File: src/rtl/byte_packer.sv
// Byte-to-word packer: gathers up to four bytes from a valid/ready stream into a 32-bit word.
// A packet-end marker closes a short word early; the unused lanes carry PAD.
module byte_packer #(
  parameter logic [7:0] PAD       = 8'h00,
  parameter bit         MSB_FIRST = 1'b1
) (
  input  logic        clk,
  input  logic        reset,
  input  logic [7:0]  in_data,
  input  logic        in_valid,
  input  logic        in_last,
  output logic        in_ready,
  output logic [31:0] out_word,
  output logic        out_valid,
  input  logic        out_ready,
  output logic [2:0]  out_count,
  output logic        out_last
);

  localparam logic [31:0] AsmPad = {4{PAD}};

  logic [1:0]  idx_q, idx_d;
  logic [31:0] asm_q, asm_d;
  logic [31:0] word_q, word_d;
  logic        valid_q, valid_d;
  logic [2:0]  count_q, count_d;
  logic        last_q, last_d;

  logic        in_fire, out_fire, complete;
  logic [1:0]  lane;
  logic [31:0] asm_ins;

  always_comb begin
    in_ready = !valid_q || out_ready;
    in_fire  = in_valid && in_ready;
    out_fire = valid_q && out_ready;
    complete = in_fire && ((idx_q == 2'd3) || in_last);

    // Physical lane of the current byte slot; lane 3 is bits [31:24].
    lane    = MSB_FIRST ? (2'd3 - idx_q) : idx_q;
    asm_ins = asm_q;
    asm_ins[{lane, 3'b000} +: 8] = in_data;
  end

  always_comb begin
    idx_d   = idx_q;
    asm_d   = asm_q;
    word_d  = word_q;
    valid_d = valid_q;
    count_d = count_q;
    last_d  = last_q;

    if (complete) begin
      // Lanes past idx still hold PAD because asm restarts from AsmPad after every word.
      word_d  = asm_ins;
      count_d = {1'b0, idx_q} + 3'd1;
      last_d  = in_last;
      valid_d = 1'b1;
      idx_d   = 2'd0;
      asm_d   = AsmPad;
    end else begin
      if (in_fire) begin
        asm_d = asm_ins;
        idx_d = idx_q + 2'd1;
      end
      if (out_fire) begin
        valid_d = 1'b0;
      end
    end
  end

  always_ff @(posedge clk) begin
    if (reset) begin
      idx_q   <= 2'd0;
      asm_q   <= AsmPad;
      word_q  <= 32'h0;
      valid_q <= 1'b0;
      count_q <= 3'd0;
      last_q  <= 1'b0;
    end else begin
      idx_q   <= idx_d;
      asm_q   <= asm_d;
      word_q  <= word_d;
      valid_q <= valid_d;
      count_q <= count_d;
      last_q  <= last_d;
    end
  end

  assign out_word  = word_q;
  assign out_valid = valid_q;
  assign out_count = count_q;
  assign out_last  = last_q;

endmodule

File: config.mk
export PLATFORM = sky130hd
export DESIGN_NAME = byte_packer
export DESIGN_NICKNAME = d
export VERILOG_FILES = /design/src/rtl/byte_packer.sv
export SDC_FILE = /design/constraint.sdc
export NUM_CORES = 1
export LEC_CHECK = 0
export CORE_ASPECT_RATIO = 1.75
export CORE_MARGIN = 2
export CORE_UTILIZATION = 45
export DETAILED_ROUTE_END_ITERATION = 8
export GPL_ROUTABILITY_DRIVEN = 0
export HOLD_SLACK_MARGIN = 0.06
export PLACE_DENSITY = 0.69
export SETUP_SLACK_MARGIN = 0.2
export SLEW_MARGIN = 20
export SYNTH_ARGS = -nofsm -noshare
export SYNTH_HDL_FRONTEND = slang
export SYNTH_SLANG_ARGS = --single-unit
File: constraint.sdc
create_clock -name clk -period 3.6 [get_ports clk]
set_clock_uncertainty 0.05 [all_clocks]
set_input_delay 0.72 -clock clk [delete_from_list [all_inputs] [get_ports clk]]
set_output_delay 0.72 -clock clk [all_outputs]
set_load 0.05 [all_outputs]
==> summary.md, run 1 <==
| Metric | Value |
|---|---|
| Setup repair after global routing missed its margin | false |
| Depth of the worst register-to-register path | 4 |
| M2 GR Usage | 36.4% |
| Outcome | finished, final reports clean |
| Synthesized cell area | between 3000 and 4000 µm² |
| Inserted Clock Buffers | 9 |
| Sequential fraction of the synthesis area | between 40% and 50% |
| Number of nets in the synthesized netlist | 358 |
| H-tree depth reported by CTS | 3 |
| Placeable core region | about 6900 µm² |
| Number of violations of the max-capacitance limit | 0 |
| Worst hold-check slack | 0.412 ns |
| Starting DRC count in detailed routing | 161 |
| CP endpoint kind | flip-flop |
| Top Ports | 51 |
| Maximum fanout encountered on the critical timing path | 19 |
| Via density per instance | between 6 and 7 |
| Most congested layer reported by global routing | met2 |
| Share of the clock period used by the worst path | 76.9% |
| Maximum resistive drop on vdd | ~0.26 mV |
| Global Route met1 Usage | between 20% and 30% |
| Startpoint types | flip-flop |
| Via count of the first global-routing pass | 2,631 |
| Avg Cell Area, Syn | approximately 9.4 µm² |
| Area growth, synth to finish | 22.8% |
| Number of different library cells in the post-synthesis netlist | 40 |
| Number of antenna violations at the first check in global routing | 0 |
| Most frequent cells in the layout | 71 x dfxtp_1, 49 x clkdlybuf4s50_1, 26 x a21oi_1 |
| Most used DFF post-synth | dfxtp_1 |
| Wire length of the first global-routing pass | ~13,000 µm |
| Number of setup buffers added after CTS | 0 |
| Detail-routed net length per standard cell | around 18 µm |
| Master cell of the clock root buffer | clkbuf_16 |
| Max incr delay on CP | approximately 0.85 ns |
| Cell-by-cell trace of the critical path | ha_1 > or2_0 > nor4b_2 > a22o_1 |
| Class of the most critical setup path | flip-flop to flip-flop |
| Chip height | 116 µm |
| Std-Cell Rows | 40 |
| Maximum number of pins on one net before global-route repair | 36 |
| Post-CTS resize count | 0 |
| CTS tree | done |
| Fraction of the core area covered by cells at the end of the flow | about 57% |
| Most frequent standard cell in the layout excluding fill and tap cells | dfxtp_1 |
| Setup Total Neg Slack | 0 ns |
| Cells after synthesis | between 300 and 400 |
| Initial standard-cell utilization of the core | ~47% |
| Overall routed net length | a little over 8000 µm |
| Required time at the worst-slack endpoint | approximately 3.8 ns |
| Critical-path cell with the highest stage delay | nor4b_2 |
| Overall overflow remaining after global route | 0 |
| Fin nets | 383 |
| Hold buffer count at CTS | 0 |
| Number of enable-type register cells in the synthesized netlist | 0 |
| Cell leakage power | around 0.0013 µW |
| Slew at the pin closest to its max-slew limit | just under 1 ns |
| Global routing met3 resource utilization | between 6 and 7% |
| Crit path time final | 2.77 ns |
| Final number of hold-violating endpoints | 0 |
| Total iterations of the first detailed-routing run | 4 |
| Sum of net half-perimeters after detailed placement | between 5000 and 6000 µm |
| Final antenna diode count | 0 |
| Fraction of final layout cells with drive strength greater than 1 | under 10% |
| Power density relative to cell area | about 470 nW/µm² |
| All-layer global routing usage | between 20% and 30% |
| Detailed-route DRC error count | 0 |
| Insertion delay of the later-clocked pin in the worst-skew pair | around 0.34 ns |
| Clock transition at path regs | about 0.050 ns |
| Number of antenna-violating nets in the routed design | 0 |
| Number of stages on the worst hold path | 1 |
| Final max-slew violation count | 0 |
| Number of warnings issued by yosys | 0 |
| Buffers from clock root to sink, at most | 2 |
| Number of sinks handled by clock tree synthesis | just over 70 |
| Number of synthesized register bits | 71 |
| Die Footprint | slightly below 8000 µm² |
| Horiz. Die Dim | approximately 68 µm |
| Number of buffers added on ports | 50 |
| Hold Path Class | flip-flop to flip-flop |
| Achievable frequency | roughly 360 MHz |
| Vias post-DR | 2,791 |
| Worst slew margin | 34.5% |
| Worst Path Arrival | roughly 3.0 ns |
| Async set-or-reset flop fraction in the synthesized netlist | 0% |
| Final-report setup violation count | 0 |
[through the flow]
step	total power (µW)	instances	instance area (µm²)	setup WS (ns)
after CTS	1850	452	3940	0.829
after global routing	1910	452	3940	0.622
after detailed placement	1050	438	3680	0.860
after floorplan	983	340	3210	1.19
final	1840	452	3940	0.831
after global placement	1050	438	3680	0.878
[path summary, 6_finish.rpt]
kind / start / to / slack (ns)
worst max-delay path: idx_q[0]$_SDFFE_PP0P_ / out_count[0]$_SDFFE_PP0P_ / 0.83
worst min-delay path: out_word[13]$_SDFFE_PP0P_ / out_word[13]$_SDFFE_PP0P_ / 0.41
worst max register to register: idx_q[0]$_SDFFE_PP0P_ / out_count[0]$_SDFFE_PP0P_ / 0.83
worst min register to register: out_word[13]$_SDFFE_PP0P_ / out_word[13]$_SDFFE_PP0P_ / 0.41
[where the power goes]
part | internal, µW | leakage [µW] | total (µW) | switching [µW]
registers | 802 | 0.000574 | 815 | 12.8
logic | 72.8 | 0.000577 | 218 | 145
clock network | 495 | 0.000132 | 809 | 314
[layer usage]
metal  vias up  routed length [µm]
met4         0                 214
met2        77                4260
met1      1346                3410
met3        13                 383
met5         -                   0
li1       1355                   -
[cell type report]
cell class	count	area, µm²
clock buffer	13	260
clock inverter	1	5.00
fill	624	2960
inverter	15	56.3
multi-input combinational	209	1510
sequential	71	1420
tap	84	105
timing repair buffer	59	591
[flip-flops by register name (all words and copies together), names as in the netlist]
signal,count
asm_q,32
out_valid,1
out_last,1
idx_q,2
out_count,3
out_word,32
[cell families after synthesis]
logic type      after synthesis  share of synthesized area, %
fa+ha+maj                     5                          1.95
simple gates                 64                          13.4
flops                        71                          44.3
compound gates              140                          31.4
buf+inv                      60                          8.96
[critical path, delay by kind of cell (launching register included)]
kind | cells | cell delay [ns]
adder cells (fa/ha/maj) | 1 | 0.47
flip-flops | 1 | 0.73
AND/OR/NAND/NOR | 2 | 1.19
AO/OA/AOI/OAI | 1 | 0.27
[cells in the mapped netlist, types with 2 or more instances]
cell	count	area share (%)
inv_1	12	1.4
nor4b_1	8	2.2
a22o_1	11	3.0
a32oi_1	6	1.6
buf_2	10	1.6
o2bb2ai_1	24	6.5
o21ai_0	8	1.2
o31ai_1	15	3.5
dfxtp_1	71	44
nor2b_1	11	2.1
ha_1	5	1.9
buf_4	5	1.2
nand2_1	9	1.1
o22ai_1	8	1.6
clkinv_1	2	0.23
clkbuf_1	16	1.9
buf_1	9	1.1
a311oi_1	4	1.1
nand4b_1	2	0.55
nand4_1	20	3.9
buf_6	4	1.4
a21oi_2	2	0.55
nand3_1	3	0.47
a21oi_1	26	4.1
a22oi_1	9	2.1
o21a_1	8	1.9
nor4b_2	3	1.4
a31oi_1	17	3.3
Power figures use the tool's default switching activity.
==> run 2, diff against run 1 <==
- clock period: 3.6 -> 2.8 ns (I/O delays scaled with it)
==> run 2 against run 1 <==
Against the previous run:
- die area is the same
- count of clock-buffer cells in the layout is the same
- setup slack lost 0.18 ns
- critical endpoint is now in_ready
- sequential power grew 28%
- via count grew 2.1%
- register-to-register slack lost 0.15 ns
- first-iteration DRC count grew 6.8%
- non-clock buffer count grew 6
- clock power grew 36%
- final cell count grew 1.8%
- largest cell class unchanged
- critical path depth is the same
==> summary.md, run 2 (synthesis results as in run 1) <==
| Metric | Value |
|---|---|
| Maximum resistive drop on vdd | 0.524 mV (was 0.258 mV) |
| Top Ports | 51 (unchanged) |
| Global routing met3 resource utilization | 4.56% (was 6.12%) |
| Starting DRC count in detailed routing | 172 (was 161) |
| M2 GR Usage | 37.6% (was 36.4%) |
| Master cell of the clock root buffer | clkbuf_16 (unchanged) |
| Die Footprint | 7860 µm² (unchanged) |
| Vias post-DR | 2,850 (was 2,791) |
| Chip height | 116 µm (unchanged) |
| Number of buffers added on ports | 50 (unchanged) |
| Maximum fanout encountered on the critical timing path | 15 (was 19) |
| H-tree depth reported by CTS | 3 (unchanged) |
| Final antenna diode count | 0 (unchanged) |
| Number of stages on the worst hold path | 1 (unchanged) |
| Area of combinational cells with multiple inputs | 1510 µm² (unchanged) |
| Overall routed net length | 8290 µm (was 8270 µm) |
| Cell leakage power | 0.00133 µW (was 0.00128 µW) |
| Hold Path Class | flip-flop to flip-flop (unchanged) |
| CP endpoint kind | primary output (was flip-flop) |
| Power density relative to cell area | 606 nW/µm² (was 467 nW/µm²) |
| Hold buffer count at CTS | 0 (unchanged) |
| Via density per instance | 6.20 (was 6.17) |
| Area growth, synth to finish | 25.1% (was 22.8%) |
| Clock transition at path regs | 0.05 ns (about the same) |
| Fin nets | 389 (was 383) |
| Power share of the sequential group | 42.8% (was 44.3%) |
| Overall overflow remaining after global route | 0 (unchanged) |
| Placeable core region | 6910 µm² (unchanged) |
| Setup repair after global routing missed its margin | false (unchanged) |
| Total power after layout | 2440 µW (was 1840 µW) |
| Number of antenna violations at the first check in global routing | 0 (unchanged) |
| Number of antenna-violating nets in the routed design | 0 (unchanged) |
| Final-report setup violation count | 0 (unchanged) |
| Relative contribution of the clock network to total power | 45.2% (was 43.9%) |
| Required time at the worst-slack endpoint | 2.19 ns (was 3.83 ns) |
| Setup Total Neg Slack | 0 ns (unchanged) |
| Hold Crit Start | out_word[26]$_SDFFE_PP0P_ (was out_word[13]$_SDFFE_PP0P_) |
| Maximum number of pins on one net before global-route repair | 44 (was 36) |
| Worst slew margin | 57.8% (was 34.5%) |
| Fraction of power spent switching nets | 25.3% (was 25.6%) |
| Worst-case hold path end point | out_word[26]$_SDFFE_PP0P_ (was out_word[13]$_SDFFE_PP0P_) |
| Max incr delay on CP | 0.47 ns (was 0.85 ns) |
| Startpoint types | input port (was flip-flop) |
| Cell-by-cell trace of the critical path | clkdlybuf4s50_1 > nor2b_2 > inv_2 > buf_12 (was ha_1 > or2_0 > nor4b_2 > a22o_1) |
| Number of setup buffers added after CTS | 0 (unchanged) |
| Post-CTS resize count | 0 (unchanged) |
| Class of the most critical setup path | input port to primary output (was flip-flop to flip-flop) |
| Depth of the worst register-to-register path | 5 (was 4) |
| CTS tree | done (unchanged) |
| Number of sinks handled by clock tree synthesis | 71 (unchanged) |
| Fill cells | 602 (was 624) |
| Total area of sequential cells | 1420 µm² (unchanged) |
| Number of violations of the max-capacitance limit | 0 (unchanged) |
| Critical-path cell with the highest stage delay | clkdlybuf4s50_1 (was nor4b_2) |
| Setup slack, reg-to-reg | 0.68 ns (was 0.83 ns) |
| Fraction of final layout cells with drive strength greater than 1 | 10.6% (was 8.15%) |
| Slew at the pin closest to its max-slew limit | 0.633 ns (was 0.980 ns) |
| Total iterations of the first detailed-routing run | 4 (unchanged) |
| Initial standard-cell utilization of the core | 46.5% (unchanged) |
| Most frequent cells in the layout | 71 x dfxtp_1, 49 x clkdlybuf4s50_1, 26 x a21oi_1 (unchanged) |
| Inserted Clock Buffers | 9 (unchanged) |
| Sum of net half-perimeters after detailed placement | 5390 µm (was 5270 µm) |
| Buffers from clock root to sink, at most | 2 (unchanged) |
| Crit path time final | ~2.1 ns |
| All-layer global routing usage | 22.7% (was 22.6%) |
| Total internal power | 1820 µW (was 1370 µW) |
| Critical path launch point | out_ready (was idx_q[0]$_SDFFE_PP0P_) |
| Via count of the first global-routing pass | 2,720 (was 2,631) |
| Detail-routed net length per standard cell | 18.0 µm (was 18.3 µm) |
| Insertion delay of the later-clocked pin in the worst-skew pair | 0.33 ns (was 0.34 ns) |
| Final max-slew violation count | 0 (unchanged) |
| Net Switching | 616 µW (was 471 µW) |
| Global Route met1 Usage | 26.8% (was 27.5%) |
| Most frequent standard cell in the layout excluding fill and tap cells | dfxtp_1 (unchanged) |
| Outcome | finished, final reports clean (unchanged) |
| Wire length of the first global-routing pass | 13,500 µm (was 13,200 µm) |
| Most congested layer reported by global routing | met2 (unchanged) |
| Detailed-route DRC error count | 0 (unchanged) |
| Startpoint of the worst-slack reg-to-reg timing path | idx_q[0]$_SDFFE_PP0P_ (unchanged) |
| Proportion of power drawn by combinational gates | 12.0% (was 11.8%) |
| Worst Path Arrival | 1.54 ns (was 3.00 ns) |
| Achievable frequency | 466 MHz |
| Share of the clock period used by the worst path | ~77% |
| Horiz. Die Dim | 67.9 µm (unchanged) |
| Final number of hold-violating endpoints | 0 (unchanged) |
| Capture point of the worst reg-to-reg path | asm_q[7]$_SDFFE_PP0P_ (was out_count[0]$_SDFFE_PP0P_) |
| Std-Cell Rows | 40 (unchanged) |
[run 2: cell count changes in the layout (fill, tap and decap cells not counted)]
cell,previous run,this run
buf_4,8,14
clkbuf_1,2,0
clkbuf_8,2,4
clkinv_2,1,3
[run 2: through the flow]
stage / setup WS (ns) / util, % / cell area [µm²] / cells / hold WS (ns)
detailed placement: 0.623 / 53.9 / 3720 / 444 / 0.397
CTS: 0.655 / 58.2 / 4020 / 460 / 0.413
global route: 0.435 / 58.2 / 4020 / 460 / 0.429
floorplan: 0.496 / - / 3210 / 340 / 0.391
finish: 0.655 / 58.2 / 4020 / 460 / 0.408
global placement: 0.648 / 53.9 / 3720 / 444 / 0.400
[run 2: final cells by class]
| cell class | instances | area share, % |
|---|---|---|
| multi-input cells | 209 | 37.5 |
| well taps | 84 | 2.62 |
| flip-flops and latches | 71 | 35.4 |
| clock buffers | 13 | 6.97 |
| clock inverters | 3 | 0.374 |
| inverters | 15 | 1.40 |
| repair buffers | 65 | 15.8 |
[run 2: how the worst max path moves through the flow]
stage | endpoint | depth (start not counted)
2_1_floorplan | asm_q[29]$_SDFFE_PP0P_ | 8
3_3_place_gp | in_ready | 4
3_5_place_dp | asm_q[12]$_SDFFE_PP0P_ | 5
4_1_cts | in_ready | 4
5_1_grt | asm_q[3]$_SDFFE_PP0P_ | 5
6_report | in_ready | 4
[run 2: layer usage]
metal	up-vias	share of wire (%)
li1	1364	-
met1	1383	42
met2	80	52
met3	23	3.6
met4	0	2.8
met5	-	0
[run 2: critical path, delay by kind of cell]
kind / cells / cell delay [ns]
buf+inv: 3 / 0.92
simple gates: 1 / 0.05
[run 2: power groups by stage]
stage | Sequential (µW) | Combinational, µW | Clock [µW]
after floorplan | 1100 | 166 | 0
after global placement | 1060 | 286 | 0
after detailed placement | 1060 | 288 | 0
after CTS | 1040 | 290 | 1120
after global routing | 1040 | 314 | 1170
final | 1040 | 293 | 1100
